## config.mk

```make
export PLATFORM = sky130hd
export DESIGN_NAME = pool_buf_writer_flat
export DESIGN_NICKNAME = d
export VERILOG_FILES = /design/src/rtl/pool_buf_writer_pkg.sv /design/src/rtl/pool_buf_writer_if.sv /design/src/rtl/pool_buf_writer_ch_cnt_bank.sv /design/src/rtl/pool_buf_writer.sv /design/src/flat_wrapper.sv
export SDC_FILE = /design/constraint.sdc
export NUM_CORES = 1
export LEC_CHECK = 0
export ABC_CLOCK_PERIOD_IN_PS = 8300
export BUFFER_PORTS_ARGS = -buffer_cell sky130_fd_sc_hd__buf_2
export CAP_MARGIN = 20
export CORE_UTILIZATION = 55
export CTS_BUF_LIST = sky130_fd_sc_hd__clkbuf_2
export CTS_CLUSTER_DIAMETER = 200
export DETAILED_ROUTE_END_ITERATION = 12
export PLACE_DENSITY = 0.74
export SLEW_MARGIN = 20
export SYNTH_ARGS = -nofsm -noshare
export SYNTH_HDL_FRONTEND = slang
export SYNTH_SLANG_ARGS = --single-unit
```

## constraint.sdc

```tcl
create_clock -name clk -period 8.3 [get_ports clk]
set_input_delay 1.66 -clock clk [delete_from_list [all_inputs] [get_ports clk]]
set_output_delay 1.66 -clock clk [all_outputs]
set_load 0.03 [all_outputs]
```

## src/rtl/pool_buf_writer_pkg.sv

```systemverilog
// Shared types and constants for the pooled-pixel / FC-result buffer writer:
// layer and FSM encodings, DMA command codes and per-layer geometry.
package pool_buf_pkg;

    localparam int MAX_CH = 16;
    localparam int CNT_W  = 10;

    localparam int PIX_CONV1 = 196;
    localparam int CH_CONV1  = 6;
    localparam int PIX_CONV2 = 25;
    localparam int CH_CONV2  = 16;
    localparam int LEN_FC1   = 120;
    localparam int LEN_FC2   = 84;

    typedef enum logic [1:0] {
        L_CONV1 = 2'd0,
        L_CONV2 = 2'd1,
        L_FC1   = 2'd2,
        L_FC2   = 2'd3
    } layer_e;

    typedef enum logic [2:0] {
        S_IDLE,
        S_FILL,
        S_KICK,
        S_WAIT_BUSY,
        S_WAIT_DONE
    } state_e;

    localparam logic [1:0] DMA_START_CONV = 2'd1;
    localparam logic [1:0] DMA_START_FC   = 2'd2;
    localparam logic [1:0] DMA_NTH_0      = 2'd0;
    localparam logic [1:0] DMA_NTH_1      = 2'd1;

    function automatic logic is_fc_layer(layer_e l);
        return (l == L_FC1) || (l == L_FC2);
    endfunction

    function automatic logic [1:0] dma_start_code(layer_e l);
        return is_fc_layer(l) ? DMA_START_FC : DMA_START_CONV;
    endfunction

    // The second layer of each kind (conv2, fc2) selects the second DMA setting.
    function automatic logic [1:0] dma_nth_code(layer_e l);
        return ((l == L_CONV2) || (l == L_FC2)) ? DMA_NTH_1 : DMA_NTH_0;
    endfunction

endpackage

```

## src/rtl/pool_buf_writer_if.sv

```systemverilog
// Valid/ready beat stream feeding the buffer writer (pixel/result plus channel tag).
interface pool_buf_writer_if #(
    parameter int DATA_WIDTH = 8
) ();

    logic                  in_valid_i;
    logic                  in_ready_o;
    logic [DATA_WIDTH-1:0] in_data_i;
    logic [3:0]            in_ch_i;

    modport master (
        output in_valid_i,
        output in_data_i,
        output in_ch_i,
        input  in_ready_o
    );

    modport slave (
        input  in_valid_i,
        input  in_data_i,
        input  in_ch_i,
        output in_ready_o
    );

endinterface

```

## src/rtl/pool_buf_writer_ch_cnt_bank.sv

```systemverilog
// Bank of 16 per-channel write counters with completion mask; also flags the
// increment that completes the last outstanding channel.
module pool_ch_cnt_bank
    import pool_buf_pkg::*;
(
    input  logic             clk,
    input  logic             rst_n,
    input  logic             clr,
    input  logic             inc,
    input  logic [3:0]       ch,
    input  logic [CNT_W-1:0] limit,
    input  logic [4:0]       nch,
    output logic [CNT_W-1:0] cnt,
    output logic             full,
    output logic             all_full,
    output logic             last
);

    logic [CNT_W-1:0]  cnt_q [MAX_CH];
    logic [MAX_CH-1:0] full_vec;
    logic [MAX_CH-1:0] ch_mask;
    logic [MAX_CH-1:0] ch_hot;

    always_comb begin
        full_vec = '0;
        ch_mask  = '0;
        ch_hot   = '0;
        for (int i = 0; i < MAX_CH; i++) begin
            full_vec[i] = (cnt_q[i] == limit);
            ch_mask[i]  = (5'(i) < nch);
            ch_hot[i]   = (4'(i) == ch);
        end
    end

    assign cnt      = cnt_q[ch];
    assign full     = full_vec[ch];
    assign all_full = &(full_vec | ~ch_mask);

    // Completing increment: this channel reaches limit and every other active
    // channel is already complete.
    assign last = inc && ((cnt_q[ch] + CNT_W'(1)) == limit)
                      && (&(full_vec | ch_hot | ~ch_mask));

    always_ff @(posedge clk or negedge rst_n) begin
        if (!rst_n) begin
            for (int i = 0; i < MAX_CH; i++) cnt_q[i] <= '0;
        end else if (clr) begin
            for (int i = 0; i < MAX_CH; i++) cnt_q[i] <= '0;
        end else if (inc) begin
            cnt_q[ch] <= cnt_q[ch] + CNT_W'(1);
        end
    end

endmodule

```

## src/rtl/pool_buf_writer.sv

```systemverilog
// Fills the sa_data / fc_data source buffers from a beat stream, then kicks the DMA
// and waits for it. Optional busy-cycle counter under POOL_BUF_WRITER_STATS_EN.
module pool_buf_writer
    import pool_buf_pkg::*;
#(
    parameter int DATA_WIDTH = 8,
    parameter int CONV1_PIX  = PIX_CONV1,
    parameter int CONV1_CH   = CH_CONV1,
    parameter int CONV2_PIX  = PIX_CONV2,
    parameter int CONV2_CH   = CH_CONV2,
    parameter int FC1_LEN    = LEN_FC1,
    parameter int FC2_LEN    = LEN_FC2
) (
    input  logic                  clk,
    input  logic                  rst_n,
    input  logic                  cfg_start_i,
    input  logic [1:0]            cfg_layer_i,
    pool_buf_writer_if.slave      in_if,
    output logic                  sa_data_wren_o,
    output logic [13:0]           sa_data_wrptr_o,
    output logic [DATA_WIDTH-1:0] sa_data_wdata_o,
    output logic                  fc_data_wren_o,
    output logic [9:0]            fc_data_wrptr_o,
    output logic [DATA_WIDTH-1:0] fc_data_wdata_o,
    output logic [1:0]            dma_start_o,
    output logic [1:0]            dma_nth_conv_o,
    input  logic                  dma_done_i,
    output logic                  busy_o,
    output logic                  done_o,
    output logic                  err_o,
    output logic [15:0]           stat_cycles_o
);

    state_e           state;
    layer_e           layer;
    logic [CNT_W-1:0] limit;
    logic [4:0]       nch;
    logic [CNT_W-1:0] cur_cnt;
    logic             cur_full;
    logic             all_full;
    logic             last;
    logic             fc_mode;
    logic             start_take;
    logic             accept;
    logic             ch_ok;
    logic             wr_ok;
    logic             drop;
    logic [3:0]       beat_ch;

    always_comb begin
        limit = CNT_W'(CONV1_PIX);
        nch   = 5'(CONV1_CH);
        unique case (layer)
            L_CONV1: begin limit = CNT_W'(CONV1_PIX); nch = 5'(CONV1_CH); end
            L_CONV2: begin limit = CNT_W'(CONV2_PIX); nch = 5'(CONV2_CH); end
            L_FC1:   begin limit = CNT_W'(FC1_LEN);   nch = 5'd1;         end
            L_FC2:   begin limit = CNT_W'(FC2_LEN);   nch = 5'd1;         end
        endcase
    end

    // FC layers reuse channel 0 of the bank as their single result counter.
    assign fc_mode          = is_fc_layer(layer);
    assign start_take       = (state == S_IDLE) && cfg_start_i;
    assign in_if.in_ready_o = (state == S_FILL);
    assign accept           = in_if.in_valid_i && (state == S_FILL);
    assign beat_ch          = fc_mode ? 4'd0 : in_if.in_ch_i;
    assign ch_ok            = fc_mode || ({1'b0, in_if.in_ch_i} < nch);
    assign wr_ok            = accept && ch_ok && !cur_full;
    assign drop             = accept && !wr_ok;
    assign busy_o           = (state != S_IDLE);

    pool_ch_cnt_bank u_cnt_bank (
        .clk      (clk),
        .rst_n    (rst_n),
        .clr      (start_take),
        .inc      (wr_ok),
        .ch       (beat_ch),
        .limit    (limit),
        .nch      (nch),
        .cnt      (cur_cnt),
        .full     (cur_full),
        .all_full (all_full),
        .last     (last)
    );

    always_ff @(posedge clk or negedge rst_n) begin
        if (!rst_n) begin
            state           <= S_IDLE;
            layer           <= L_CONV1;
            sa_data_wren_o  <= 1'b0;
            sa_data_wrptr_o <= '0;
            sa_data_wdata_o <= '0;
            fc_data_wren_o  <= 1'b0;
            fc_data_wrptr_o <= '0;
            fc_data_wdata_o <= '0;
            dma_start_o     <= '0;
            dma_nth_conv_o  <= '0;
            done_o          <= 1'b0;
            err_o           <= 1'b0;
        end else begin
            sa_data_wren_o <= 1'b0;
            fc_data_wren_o <= 1'b0;
            dma_start_o    <= '0;
            dma_nth_conv_o <= '0;
            done_o         <= 1'b0;

            if (wr_ok) begin
                if (fc_mode) begin
                    fc_data_wren_o  <= 1'b1;
                    fc_data_wrptr_o <= cur_cnt;
                    fc_data_wdata_o <= in_if.in_data_i;
                end else begin
                    sa_data_wren_o  <= 1'b1;
                    sa_data_wrptr_o <= {beat_ch, cur_cnt};
                    sa_data_wdata_o <= in_if.in_data_i;
                end
            end
            if (drop) err_o <= 1'b1;

            // The completing beat moves straight to KICK so the last write and the
            // DMA command land in the same cycle.
            case (state)
                S_IDLE: begin
                    if (cfg_start_i) begin
                        layer <= layer_e'(cfg_layer_i);
                        err_o <= 1'b0;
                        state <= S_FILL;
                    end
                end
                S_FILL: begin
                    if (last || all_full) begin
                        state          <= S_KICK;
                        dma_start_o    <= dma_start_code(layer);
                        dma_nth_conv_o <= dma_nth_code(layer);
                    end
                end
                S_KICK:      state <= S_WAIT_BUSY;
                S_WAIT_BUSY: if (!dma_done_i) state <= S_WAIT_DONE;
                S_WAIT_DONE: begin
                    if (dma_done_i) begin
                        state  <= S_IDLE;
                        done_o <= 1'b1;
                    end
                end
                default:     state <= S_IDLE;
            endcase
        end
    end

`ifdef POOL_BUF_WRITER_STATS_EN
    logic [15:0] stat_q;

    always_ff @(posedge clk or negedge rst_n) begin
        if (!rst_n) begin
            stat_q <= '0;
        end else if (start_take) begin
            stat_q <= '0;
        end else if (busy_o && (stat_q != 16'hFFFF)) begin
            stat_q <= stat_q + 16'd1;
        end
    end

    assign stat_cycles_o = stat_q;
`else
    assign stat_cycles_o = '0;
`endif

endmodule
```

## src/flat_wrapper.sv

```systemverilog
// flat-port wrapper written by rule: the top's interface ports become plain ports
module pool_buf_writer_flat import pool_buf_pkg::*;
#(
    parameter int DATA_WIDTH = 8,
    parameter int CONV1_PIX  = PIX_CONV1,
    parameter int CONV1_CH   = CH_CONV1,
    parameter int CONV2_PIX  = PIX_CONV2,
    parameter int CONV2_CH   = CH_CONV2,
    parameter int FC1_LEN    = LEN_FC1,
    parameter int FC2_LEN    = LEN_FC2
)
  (clk, rst_n, cfg_start_i, cfg_layer_i, sa_data_wren_o, sa_data_wrptr_o, sa_data_wdata_o, fc_data_wren_o, fc_data_wrptr_o, fc_data_wdata_o, dma_start_o, dma_nth_conv_o, dma_done_i, busy_o, done_o, err_o, stat_cycles_o, in_if_in_valid_i, in_if_in_data_i, in_if_in_ch_i, in_if_in_ready_o);
  pool_buf_writer_if #(.DATA_WIDTH(DATA_WIDTH)) in_if_i ();
  input  logic clk;
  input  logic rst_n;
  input  logic cfg_start_i;
  input  logic [1:0] cfg_layer_i;
  output logic sa_data_wren_o;
  output logic [13:0] sa_data_wrptr_o;
  output logic [DATA_WIDTH-1:0] sa_data_wdata_o;
  output logic fc_data_wren_o;
  output logic [9:0] fc_data_wrptr_o;
  output logic [DATA_WIDTH-1:0] fc_data_wdata_o;
  output logic [1:0] dma_start_o;
  output logic [1:0] dma_nth_conv_o;
  input  logic dma_done_i;
  output logic busy_o;
  output logic done_o;
  output logic err_o;
  output logic [15:0] stat_cycles_o;
  input wire logic [$bits(in_if_i.in_valid_i)-1:0] in_if_in_valid_i;
  input wire logic [$bits(in_if_i.in_data_i)-1:0] in_if_in_data_i;
  input wire logic [$bits(in_if_i.in_ch_i)-1:0] in_if_in_ch_i;
  output wire logic [$bits(in_if_i.in_ready_o)-1:0] in_if_in_ready_o;
  assign in_if_i.in_valid_i = in_if_in_valid_i;
  assign in_if_i.in_data_i = in_if_in_data_i;
  assign in_if_i.in_ch_i = in_if_in_ch_i;
  assign in_if_in_ready_o = in_if_i.in_ready_o;
  pool_buf_writer #(.DATA_WIDTH(DATA_WIDTH), .CONV1_PIX(CONV1_PIX), .CONV1_CH(CONV1_CH), .CONV2_PIX(CONV2_PIX), .CONV2_CH(CONV2_CH), .FC1_LEN(FC1_LEN), .FC2_LEN(FC2_LEN)) u_core (.clk(clk), .rst_n(rst_n), .cfg_start_i(cfg_start_i), .cfg_layer_i(cfg_layer_i), .in_if(in_if_i), .sa_data_wren_o(sa_data_wren_o), .sa_data_wrptr_o(sa_data_wrptr_o), .sa_data_wdata_o(sa_data_wdata_o), .fc_data_wren_o(fc_data_wren_o), .fc_data_wrptr_o(fc_data_wrptr_o), .fc_data_wdata_o(fc_data_wdata_o), .dma_start_o(dma_start_o), .dma_nth_conv_o(dma_nth_conv_o), .dma_done_i(dma_done_i), .busy_o(busy_o), .done_o(done_o), .err_o(err_o), .stat_cycles_o(stat_cycles_o));
endmodule
```

==> out/qor.yml <==
drt-total-wl_mm: 39.9
synth_enable_flop_cells: 0
multi_input_area_um2: 6360
synth.avg_cell_area_um2: 9.53
syn_inst: 1286
synth.cell_area_um2: 12300
synth-async-reset-ratio_pct: 100
timing.clock.skew_ns: 0.112
cts_sinks: 212
grt_max_degree: 103
timing.final.max_slew_violations: 0
status: "finished, final reports clean"
final_min_period_over_clock_period_pct: 73.5
clk_path_buf_depth: 3
p_leak_nw: 5.82
vias: 11000
maxClockFrequency_ghz: 0.164
timing.slew.headroom_pct: 19.2
worst_hold_path_type: "flip-flop to flip-flop"
drt-vias-per-instance: 6.67
track_usage_pct: 35.4
design.die.area_um2: 22900
n_fill_cell: 1936
end_kind: "flip-flop"
rsz0062_at_grt: "false"
area_delta_synth_final_pct: 7.08
cts_hold_repair.buffers: 0
grt_use_met3_pct: 7.56
min_delay_path_depth: 1
drt.antenna.violating_nets: 0
tritoncts.num_buffers: 54
post-route-util_pct: 60.1
pwr_density_cell_nw_per_um2: 407
ctsResizeCount: 0
post-cts-setup-buffer-count: 0
overflow: 0
critical_path_class: "flip-flop to flip-flop"
detailedPlacementHpwl_mm: 27.3
hold_violations: 0
post-place-cells: 1560
floorplan.io_pins: 85
critical_path_source_type: "flip-flop"
insertion_delay_ns: 0.85
design.final.nets: 1364
post_drt_wl_per_cell_um: 24.1
ff2ff_path_depth: 13
synth-seq-cells: 212
htree_num_levels: 2
gp_congestion: 1.07
finalSetupViolCount: 0
tightestPinTransition_ns: 1.18
register_area_um2: 5310
netlist-cell-type-count: 85
final_layout_size_suffix_gt1_share_pct: 19.2
sequential_to_total_area_share_from_yosys_stat_pct: 43.3
placement.setup.worst_slack_ns: 2.01
core.rowCount: 54
clockRootBuffer: "sky130_fd_sc_hd__clkbuf_2"
worst_ir_drop_vdd_mv: 0.227
initial_utilization_pct: 56.2
cts.clk_slew.worst_paths_ns: 0.10
design_power_mw: 5.34
reg2reg_slack_ns: 2.20
fin_crit_ns: 6.10
first_global_vias: 10100
antenna_found_initial: 1
firstDrtPassIters: 5
final-instance-count-excl-fill: 1655
initialDrtViolationCount: 1271
global_route_wire_length_before_repair_mm: 60.3
met2_track_demand_over_resource_pct: 53.0
remaining_drc_errors: 0
dominantRegCellSynth: "sky130_fd_sc_hd__dfrtp_1"
cts_tree: "yes"
cp_data_required_time_ns: 8.96
floorplan.die.width_um: 151
gr-max-usage-layer: "met2"
maxCapViolCount: 0
io_buffers: 67
design.core.area_um2: 21800
crit_path_max_fanout: 27
die_h_um: 151
synthesis.yosys.warnings: 0
total_negative_setup_slack_ns: 0
crit_arrival_ns: 6.76
groute.layer.met1.usage_pct: 49.6
postLayoutSetupSlackWorst_ns: 2.20
routing by layer:
metal	part of all wire, %	vias up
li1	-	4856
met1	43	5464
met2	45	612
met3	9.0	109
met4	3.4	0
met5	0	-
logic make-up (layout without fill, tap and decap cells):
logic type      count (synthesis)  in the layout  synth area share [%]
compound gates                330            330                  16.3
xor+xnor                       26             26                  1.86
fa+ha+maj                       8              8                 0.817
buf+inv                       133            204                  5.70
flops                         212            212                  43.3
mux                           111            111                  9.74
other cells                     1             19                0.0306
simple gates                  465            465                  22.2
cells in the final DEF (no fill, tap or decap), types with 32 or more instances in the layout:
cell                       count
sky130_fd_sc_hd__nor3_1       32
sky130_fd_sc_hd__and3b_1      32
sky130_fd_sc_hd__buf_2        65
sky130_fd_sc_hd__mux2_2       52
sky130_fd_sc_hd__nand3_1     146
sky130_fd_sc_hd__o22ai_1      33
sky130_fd_sc_hd__clkbuf_2     75
sky130_fd_sc_hd__nand2_1      47
sky130_fd_sc_hd__a21oi_1      40
sky130_fd_sc_hd__nor2_1       68
sky130_fd_sc_hd__dfrtp_1     212
sky130_fd_sc_hd__mux2i_1      57
sky130_fd_sc_hd__o21ai_0     155
sky130_fd_sc_hd__nor3b_1      48
state kept, by name (all words and copies together), names as in the netlist, 2 cells and up:
signal / cells
u_core.dma_start_o: 2
u_core.fc_data_wdata_o: 8
u_core.fc_data_wrptr_o: 10
u_core.layer: 2
u_core.sa_data_wdata_o: 8
u_core.sa_data_wrptr_o: 14
u_core.state: 3
u_core.u_cnt_bank.cnt_q: 160
final timing paths:
path / from / end
worst max-delay path: u_core.layer[0] / u_core.dma_nth_conv_o[0]
worst min-delay path: u_core.sa_data_wrptr_o[1] / u_core.sa_data_wrptr_o[1]
worst max register to register: u_core.layer[0] / u_core.dma_nth_conv_o[0]
worst min register to register: u_core.sa_data_wrptr_o[1] / u_core.sa_data_wrptr_o[1]
max in group asynchronous: rst_n / u_core.u_cnt_bank.cnt_q[141]
min in group asynchronous: rst_n / u_core.u_cnt_bank.cnt_q[115]
synthesized netlist by cell type, types with 5 or more instances:
library cell	n	area, µm²
sky130_fd_sc_hd__nor4_1	8	50.1
sky130_fd_sc_hd__a221oi_1	11	96.3
sky130_fd_sc_hd__and2_1	6	37.5
sky130_fd_sc_hd__nand3_1	146	731
sky130_fd_sc_hd__a211oi_1	7	52.6
sky130_fd_sc_hd__ha_1	8	100
sky130_fd_sc_hd__clkbuf_1	58	218
sky130_fd_sc_hd__buf_2	30	150
sky130_fd_sc_hd__and3_1	5	31.3
sky130_fd_sc_hd__or4_1	6	45.0
sky130_fd_sc_hd__o211ai_1	17	128
sky130_fd_sc_hd__nand2b_1	8	50.1
sky130_fd_sc_hd__xor2_1	7	61.3
sky130_fd_sc_hd__a22oi_1	5	37.5
sky130_fd_sc_hd__xnor2_1	19	166
sky130_fd_sc_hd__o22ai_1	33	206
sky130_fd_sc_hd__nor3b_1	48	360
sky130_fd_sc_hd__mux2i_1	57	571
sky130_fd_sc_hd__nand2_1	48	180
sky130_fd_sc_hd__mux2_2	52	586
sky130_fd_sc_hd__o21ai_1	11	55.1
sky130_fd_sc_hd__o221ai_1	15	131
sky130_fd_sc_hd__a21oi_1	40	200
sky130_fd_sc_hd__and3b_1	32	280
sky130_fd_sc_hd__nor2b_1	15	93.8
sky130_fd_sc_hd__o21ai_0	155	776
sky130_fd_sc_hd__nor4b_1	6	52.6
sky130_fd_sc_hd__inv_1	13	48.8
sky130_fd_sc_hd__nor2_1	69	259
sky130_fd_sc_hd__dfrtp_1	212	5310
sky130_fd_sc_hd__nor3_1	33	165
sky130_fd_sc_hd__or3_1	6	37.5
sky130_fd_sc_hd__buf_4	22	165
area by class of cell:
| class | count | share of cell area (%) |
|---|---|---|
| Multi-Input combinational cell | 957 | 48.5 |
| Antenna cell | 2 | 0.0381 |
| Clock inverter | 18 | 0.734 |
| Inverter | 14 | 0.400 |
| Sequential cell | 212 | 40.4 |
| Tap cell | 280 | 2.67 |
| Clock buffer | 74 | 2.82 |
| Timing Repair Buffer | 98 | 4.42 |
where the power goes:
group | switching [mW] | total (mW) | internal [mW]
sequential | 0.325 | 1.71 | 1.38
clock | 0.423 | 0.694 | 0.271
combinational | 1.98 | 2.94 | 0.966
total | 2.73 | 5.34 | 2.62
stage by stage:
step,cell area [µm²],hold slack [ns]
after floorplan,12300,0.476
after global placement,12600,0.484
after detailed placement,12600,0.489
after CTS,13100,0.513
after global routing,13100,0.533
final,13100,0.508
critical path, cell delays in order, from the launching register on:
cell,delay [ns]
sky130_fd_sc_hd__dfrtp_1,0.43
sky130_fd_sc_hd__inv_1,0.12
sky130_fd_sc_hd__ha_2,0.77
sky130_fd_sc_hd__buf_4,0.46
sky130_fd_sc_hd__or3b_1,0.66
sky130_fd_sc_hd__o221ai_1,0.31
sky130_fd_sc_hd__and3_1,0.28
sky130_fd_sc_hd__nor4_4,0.65
sky130_fd_sc_hd__nand3_2,0.30
sky130_fd_sc_hd__nor2_1,0.41
sky130_fd_sc_hd__nand2_1,0.11
sky130_fd_sc_hd__xor2_1,0.85
sky130_fd_sc_hd__nand4_2,0.33
sky130_fd_sc_hd__a21oi_1,0.23
Note: power is estimated with default switching activity, not from simulation.
